$ cat config.mk
export PLATFORM = sky130hd
export DESIGN_NAME = guvm_obi_responder
export DESIGN_NICKNAME = d
export VERILOG_FILES = /design/src/rtl/guvm_obi_responder.sv
export SDC_FILE = /design/constraint.sdc
export NUM_CORES = 1
export LEC_CHECK = 0
export BUFFER_PORTS_ARGS = -buffer_cell sky130_fd_sc_hd__buf_4
export CAP_MARGIN = 20
export CORE_MARGIN = 5
export CORE_UTILIZATION = 62
export CTS_BUF_LIST = sky130_fd_sc_hd__clkbuf_16
export CTS_CLUSTER_SIZE = 30
export DETAILED_ROUTE_END_ITERATION = 8
export PLACE_DENSITY_LB_ADDON = 0.15
export SYNTH_ARGS = -nofsm -noshare
export SYNTH_HDL_FRONTEND = slang
export SYNTH_SLANG_ARGS = --single-unit
$ cat constraint.sdc
create_clock -name clk_i -period 12.1 [get_ports clk_i]
set_clock_uncertainty 0.1 [all_clocks]
set_input_delay 1.815 -clock clk_i [delete_from_list [all_inputs] [get_ports clk_i]]
set_output_delay 1.815 -clock clk_i [all_outputs]
set_load 0.005 [all_outputs]
$ cat src/rtl/guvm_obi_responder.sv
// rtl/guvm_obi_responder.sv - queued OBI memory responder with programmable per-transaction latency
// Stimulus words feed reads in order; responses retire in grant order once their latency expires.
module guvm_obi_responder #(
   parameter int DATA_W = 32,
   parameter int ADDR_W = 32,
   parameter int DEPTH  = 4,
   parameter int SDEPTH = 8,
   parameter int LAT_W  = 4
) (
   input  logic                   clk_i,
   input  logic                   rst_i,
   input  logic                   req_i,
   output logic                   gnt_o,
   input  logic [ADDR_W-1:0]      addr_i,
   input  logic                   we_i,
   input  logic [DATA_W/8-1:0]    be_i,
   input  logic [DATA_W-1:0]      wdata_i,
   output logic                   rvalid_o,
   output logic [DATA_W-1:0]      rdata_o,
   input  logic                   stim_valid_i,
   input  logic [DATA_W-1:0]      stim_data_i,
   output logic                   stim_ready_o,
   input  logic [LAT_W-1:0]       lat_i,
   input  logic                   gnt_stall_i,
   output logic                   wr_valid_o,
   output logic [ADDR_W-1:0]      wr_addr_o,
   output logic [DATA_W-1:0]      wr_data_o,
   output logic [DATA_W/8-1:0]    wr_be_o,
   output logic [15:0]            underrun_cnt_o,
   output logic [$clog2(DEPTH):0] outstanding_o
);

   localparam int PW = $clog2(DEPTH);
   localparam int SW = $clog2(SDEPTH);

   logic [DATA_W-1:0] stim_mem [SDEPTH];
   logic [SW:0]       s_wptr;
   logic [SW:0]       s_rptr;
   logic              s_empty;
   logic              s_full;
   logic              s_push;
   logic              s_pop;

   logic [DATA_W-1:0] p_data [DEPTH];
   logic [LAT_W-1:0]  p_cnt  [DEPTH];
   logic [PW:0]       p_wptr;
   logic [PW:0]       p_rptr;
   logic              p_room;
   logic              head_ready;
   logic [LAT_W-1:0]  new_cnt;
   logic              underrun_hit;

   // The extra pointer bit separates full from empty when the index bits match.
   assign s_empty      = (s_wptr == s_rptr);
   assign s_full       = (s_wptr[SW] != s_rptr[SW]) && (s_wptr[SW-1:0] == s_rptr[SW-1:0]);
   assign stim_ready_o = !s_full;
   assign s_push       = stim_valid_i && !s_full;

   assign outstanding_o = p_wptr - p_rptr;
   assign p_room        = (outstanding_o < (PW+1)'(DEPTH));
   assign head_ready    = (outstanding_o != '0) && (p_cnt[p_rptr[PW-1:0]] == '0);
   assign rvalid_o      = head_ready;
   assign rdata_o       = head_ready ? p_data[p_rptr[PW-1:0]] : '0;

   // Room is judged on the current count only, so a retiring head never frees a slot early.
   assign gnt_o        = !rst_i && req_i && !gnt_stall_i && p_room && (we_i || !s_empty);
   assign s_pop        = gnt_o && !we_i;
   assign new_cnt      = (lat_i == '0) ? '0 : lat_i - LAT_W'(1);
   assign underrun_hit = req_i && !we_i && !gnt_stall_i && s_empty && p_room;

   always_ff @(posedge clk_i) begin
      if (s_push)
         stim_mem[s_wptr[SW-1:0]] <= stim_data_i;
      if (gnt_o)
         p_data[p_wptr[PW-1:0]] <= we_i ? '0 : stim_mem[s_rptr[SW-1:0]];
   end

   always_ff @(posedge clk_i or posedge rst_i) begin
      if (rst_i) begin
         s_wptr         <= '0;
         s_rptr         <= '0;
         p_wptr         <= '0;
         p_rptr         <= '0;
         for (int i = 0; i < DEPTH; i++)
            p_cnt[i] <= '0;
         wr_valid_o     <= 1'b0;
         wr_addr_o      <= '0;
         wr_data_o      <= '0;
         wr_be_o        <= '0;
         underrun_cnt_o <= '0;
      end else begin
         if (s_push)
            s_wptr <= s_wptr + (SW+1)'(1);
         if (s_pop)
            s_rptr <= s_rptr + (SW+1)'(1);

         // Entries queued behind a slower head saturate at zero and wait their turn.
         for (int i = 0; i < DEPTH; i++)
            if (p_cnt[i] != '0)
               p_cnt[i] <= p_cnt[i] - LAT_W'(1);
         if (gnt_o) begin
            p_cnt[p_wptr[PW-1:0]] <= new_cnt;
            p_wptr                <= p_wptr + (PW+1)'(1);
         end
         if (head_ready)
            p_rptr <= p_rptr + (PW+1)'(1);

         wr_valid_o <= gnt_o && we_i;
         if (gnt_o && we_i) begin
            wr_addr_o <= addr_i;
            wr_data_o <= wdata_i;
            wr_be_o   <= be_i;
         end

         if (underrun_hit && underrun_cnt_o != 16'hFFFF)
            underrun_cnt_o <= underrun_cnt_o + 16'd1;
      end
   end

endmodule

==> results.json <==
{
  "tritoncts": "built",
  "port_buffers": 232,
  "start_kind": "flip-flop",
  "cp.required_ns": 10.18,
  "syn_area_mm2": 0.0198,
  "synth_fa_ha_area_share_pct": 0.923,
  "ys_warn_count": 0,
  "synth.top_cells.by_count": "edfxtp_1, dfrtp_1, mux4_2, mux2_2, nor2_1",
  "clk_latency_ns": 0.56,
  "swShare_pct": 28.7,
  "num_vias": 9896,
  "slew_violations": 0,
  "rows": 65,
  "synthToLayoutAreaGrowth_pct": 19.5,
  "vdd_ir_drop_max_v": 0.000189,
  "avgSynthCellArea_um2": 19.4,
  "die-area_mm2": 0.0356,
  "layout_min_cycle_time_ns": 5.01,
  "cts_root_buf": "clkbuf_16",
  "synth_top_area_share_pct": 58.3,
  "synthTopCellsByArea": "edfxtp_1, dfrtp_1, mux4_2, mux2_2, mux2i_1",
  "period_share_pct": 41.4,
  "cts_max_path_buffers": 3,
  "synth_edf_count": 384,
  "fin_nets": 1403,
  "wl_met2_mm": 20.1,
  "async_flop_share_pct": 23.0,
  "ys_ff_latch": 499,
  "place_area_mm2": 0.0220,
  "cap_violations": 0,
  "hold_viol_final": 0,
  "synth_top_family_by_area": "multiplexers",
  "postLayoutCellArea_mm2": 0.0236,
  "overflow": 0,
  "setup_tns_ns": 0,
  "htreeDepth": 2,
  "wl_met3_mm": 2.27,
  "power_density_mw_per_mm2": 237,
  "gp_congestion": 0.752,
  "fmax_mhz": 200,
  "power_frac_clock_pct": 26.2,
  "cp_data_arrival_time_ns": 3.10,
  "final_util_pct": 74.9,
  "m1WireLength_mm": 15.8,
  "finalSetupViolCount": 0,
  "cp_slowest_cell": "a211o_1",
  "status": "complete, no violations",
  "die_x_um": 189,
  "leakagePower_nw": 9.03,
  "cp-end-kind": "output pin",
  "drtIter0Drc": 670,
  "critPathBufInv": 3,
  "hold_class": "reg2reg",
  "dpl.hpwl_mm": 23.8,
  "seq_area_frac_synth_pct": 72.8,
  "cts_sinks": 499,
  "syn-num-nets": 1145,
  "tightestPinTransition_ns": 0.983,
  "hold_ws_ns": 0.386,
  "dp_cells": 1629,
  "start_util_pct": 62.7,
  "drcViolationCount": 0,
  "cts_buffers": 49,
  "comb_power_share_pct": 30.7,
  "grt_pass1_wl_mm": 60.5,
  "yosysTopAreaCell": "edfxtp_1",
  "rsz0062_at_grt": "false",
  "ctsResizeCount": 0,
  "die_h_um": 189,
  "pin_count": 233,
  "core_area_mm2": 0.0316,
  "synthDistinctLibCells": 46,
  "final_antenna_net_count": 0,
  "synth_compound_area_share_pct": 0.576,
  "highest_layer": "met5",
  "grt_max_degree": 70,
  "switchingPower_mw": 1.60,
  "crit_path_max_incr_delay_ns": 0.42,
  "layout-drive-gt1-share_pct": 39.0,
  "seqPwrFrac_pct": 43.0,
  "synthFlopType": "edfxtp_1",
  "nFillCells": 1836,
  "antenna_found_initial": 2,
  "syn_inst": 1021,
  "synth-xor-area-share_pct": 1.54,
  "post-cts-setup-buffer-count": 0,
  "dr.pass1.iters": 5,
  "intPower_mw": 3.99,
  "yosysMostFrequentCell": "edfxtp_1",
  "path_clk_slew_ns": 0.06,
  "hold_buffers": 0,
  "track_usage_pct": 22.1,
  "crit_family": "adder cells",
  "synth-simple-area-share_pct": 4.69,
  "max-slew-margin-rel_pct": 34.5,
  "crit_chain": "inv_1, ha_1, fa_1, xnor3_2, and3_1, a211o_1, buf_16, nor2b_1, buf_4",
  "fin_cells": 1722,
  "viasPerCell": 5.75,
  "first_global_vias": 10323,
  "drt-wirelength-per-cell_um": 22.6,
  "routed_wl_mm": 38.9,
  "worstSetupPathType": "reg2out",
  "synth_mux_area_share_pct": 17.9,
  "cp_max_fo": 30
}
path summary, 6_finish.rpt:
check	from	endpoint	slack (ns)	cells past startpoint
min in group asynchronous	rst_i	s_wptr[0]$_DFFE_PP0P_	1.32	2
worst max register to register	s_rptr[1]$_DFFE_PP0P_	p_data[2][6]$_DFFE_PP_	8.95	8
worst min-delay path	underrun_cnt_o[11]$_DFFE_PP0P_	underrun_cnt_o[11]$_DFFE_PP0P_	0.39	1
worst max-delay path	p_wptr[0]$_DFFE_PP0P_	rdata_o[18]	7.09	9
worst min register to register	underrun_cnt_o[11]$_DFFE_PP0P_	underrun_cnt_o[11]$_DFFE_PP0P_	0.39	1
max in group asynchronous	rst_i	p_rptr[0]$_DFFE_PP0P_	9.30	3
registers in the layout, indices dropped and copies added (netlist names):
| signal | count |
|---|---|
| wr_valid_o | 1 |
| p_rptr | 3 |
| wr_addr_o | 32 |
| wr_data_o | 32 |
| underrun_cnt_o | 16 |
| stim_mem | 256 |
| s_wptr | 4 |
| p_cnt | 16 |
| p_wptr | 3 |
| p_data | 128 |
| s_rptr | 4 |
| wr_be_o | 4 |
area by class of cell:
type | instances | area, um^2 | share of cell area [%]
sequential | 499 | 14400 | 61.0
multi-input combinational | 454 | 5120 | 21.7
timing repair buffer | 253 | 1920 | 8.12
clock buffer | 49 | 1230 | 5.19
tap | 402 | 503 | 2.13
clock inverter | 42 | 357 | 1.51
inverter | 22 | 85.1 | 0.360
antenna | 1 | 2.50 | 0.0106
layout by cell type (no fill, tap or decap), types with 2 or more instances in the layout:
| cell type | count |
|---|---|
| a21oi_1 | 5 |
| and3_1 | 3 |
| buf_4 | 252 |
| bufinv_16 | 6 |
| clkbuf_16 | 49 |
| clkinv_1 | 15 |
| clkinv_2 | 3 |
| clkinv_8 | 2 |
| clkinvlp_4 | 2 |
| dfrtp_1 | 111 |
| dfrtp_2 | 3 |
| edfxtp_1 | 384 |
| ha_1 | 13 |
| inv_1 | 34 |
| mux2_2 | 63 |
| mux2_4 | 9 |
| mux2i_1 | 53 |
| mux4_2 | 96 |
| nand2_1 | 22 |
| nand2_2 | 2 |
| nand2b_1 | 4 |
| nand3_1 | 6 |
| nand4_1 | 3 |
| nor2_1 | 49 |
| nor2_4 | 6 |
| nor2b_1 | 41 |
| nor3_1 | 9 |
| nor3_2 | 2 |
| nor3b_1 | 2 |
| nor4_2 | 4 |
| nor4_4 | 2 |
| nor4b_1 | 3 |
| o21ai_0 | 7 |
| or2_2 | 4 |
| xnor2_1 | 13 |
| xor2_1 | 19 |
power groups by stage:
stage               logic, mW  clock network (mW)  registers, mW
global route             1.88                1.58           2.45
global placement         1.69                   0           2.42
floorplan                1.08                   0           2.39
detailed placement       1.72                   0           2.44
finish                   1.72                1.47           2.41
CTS                      1.73                1.50           2.41
through the flow:
stage	worst slack (ns)	total power, mW
finish	7.09	5.59
global placement	7.33	4.11
CTS	6.66	5.64
global route	6.92	5.90
detailed placement	7.28	4.16
floorplan	7.13	3.47
routing by layer:
metal | global-route usage, % | vias to the layer above
li1 | - | 4494
met1 | 31.0 | 5060
met2 | 36.7 | 285
met3 | 4.28 | 55
met4 | 5.35 | 2
met5 | 0 | -
logic make-up (layout without fill, tap and decap cells):
group / after synthesis / after routing
AOI/OAI and AO/OA: 18 / 18
xor gates and xnor gates: 33 / 33
adders and majority gates: 14 / 14
buffers and inverters: 68 / 366
DFF: 499 / 499
muxes: 221 / 221
other: 0 / 1
and+or+nand+nor: 168 / 168
(Power assumes the default switching activity.)
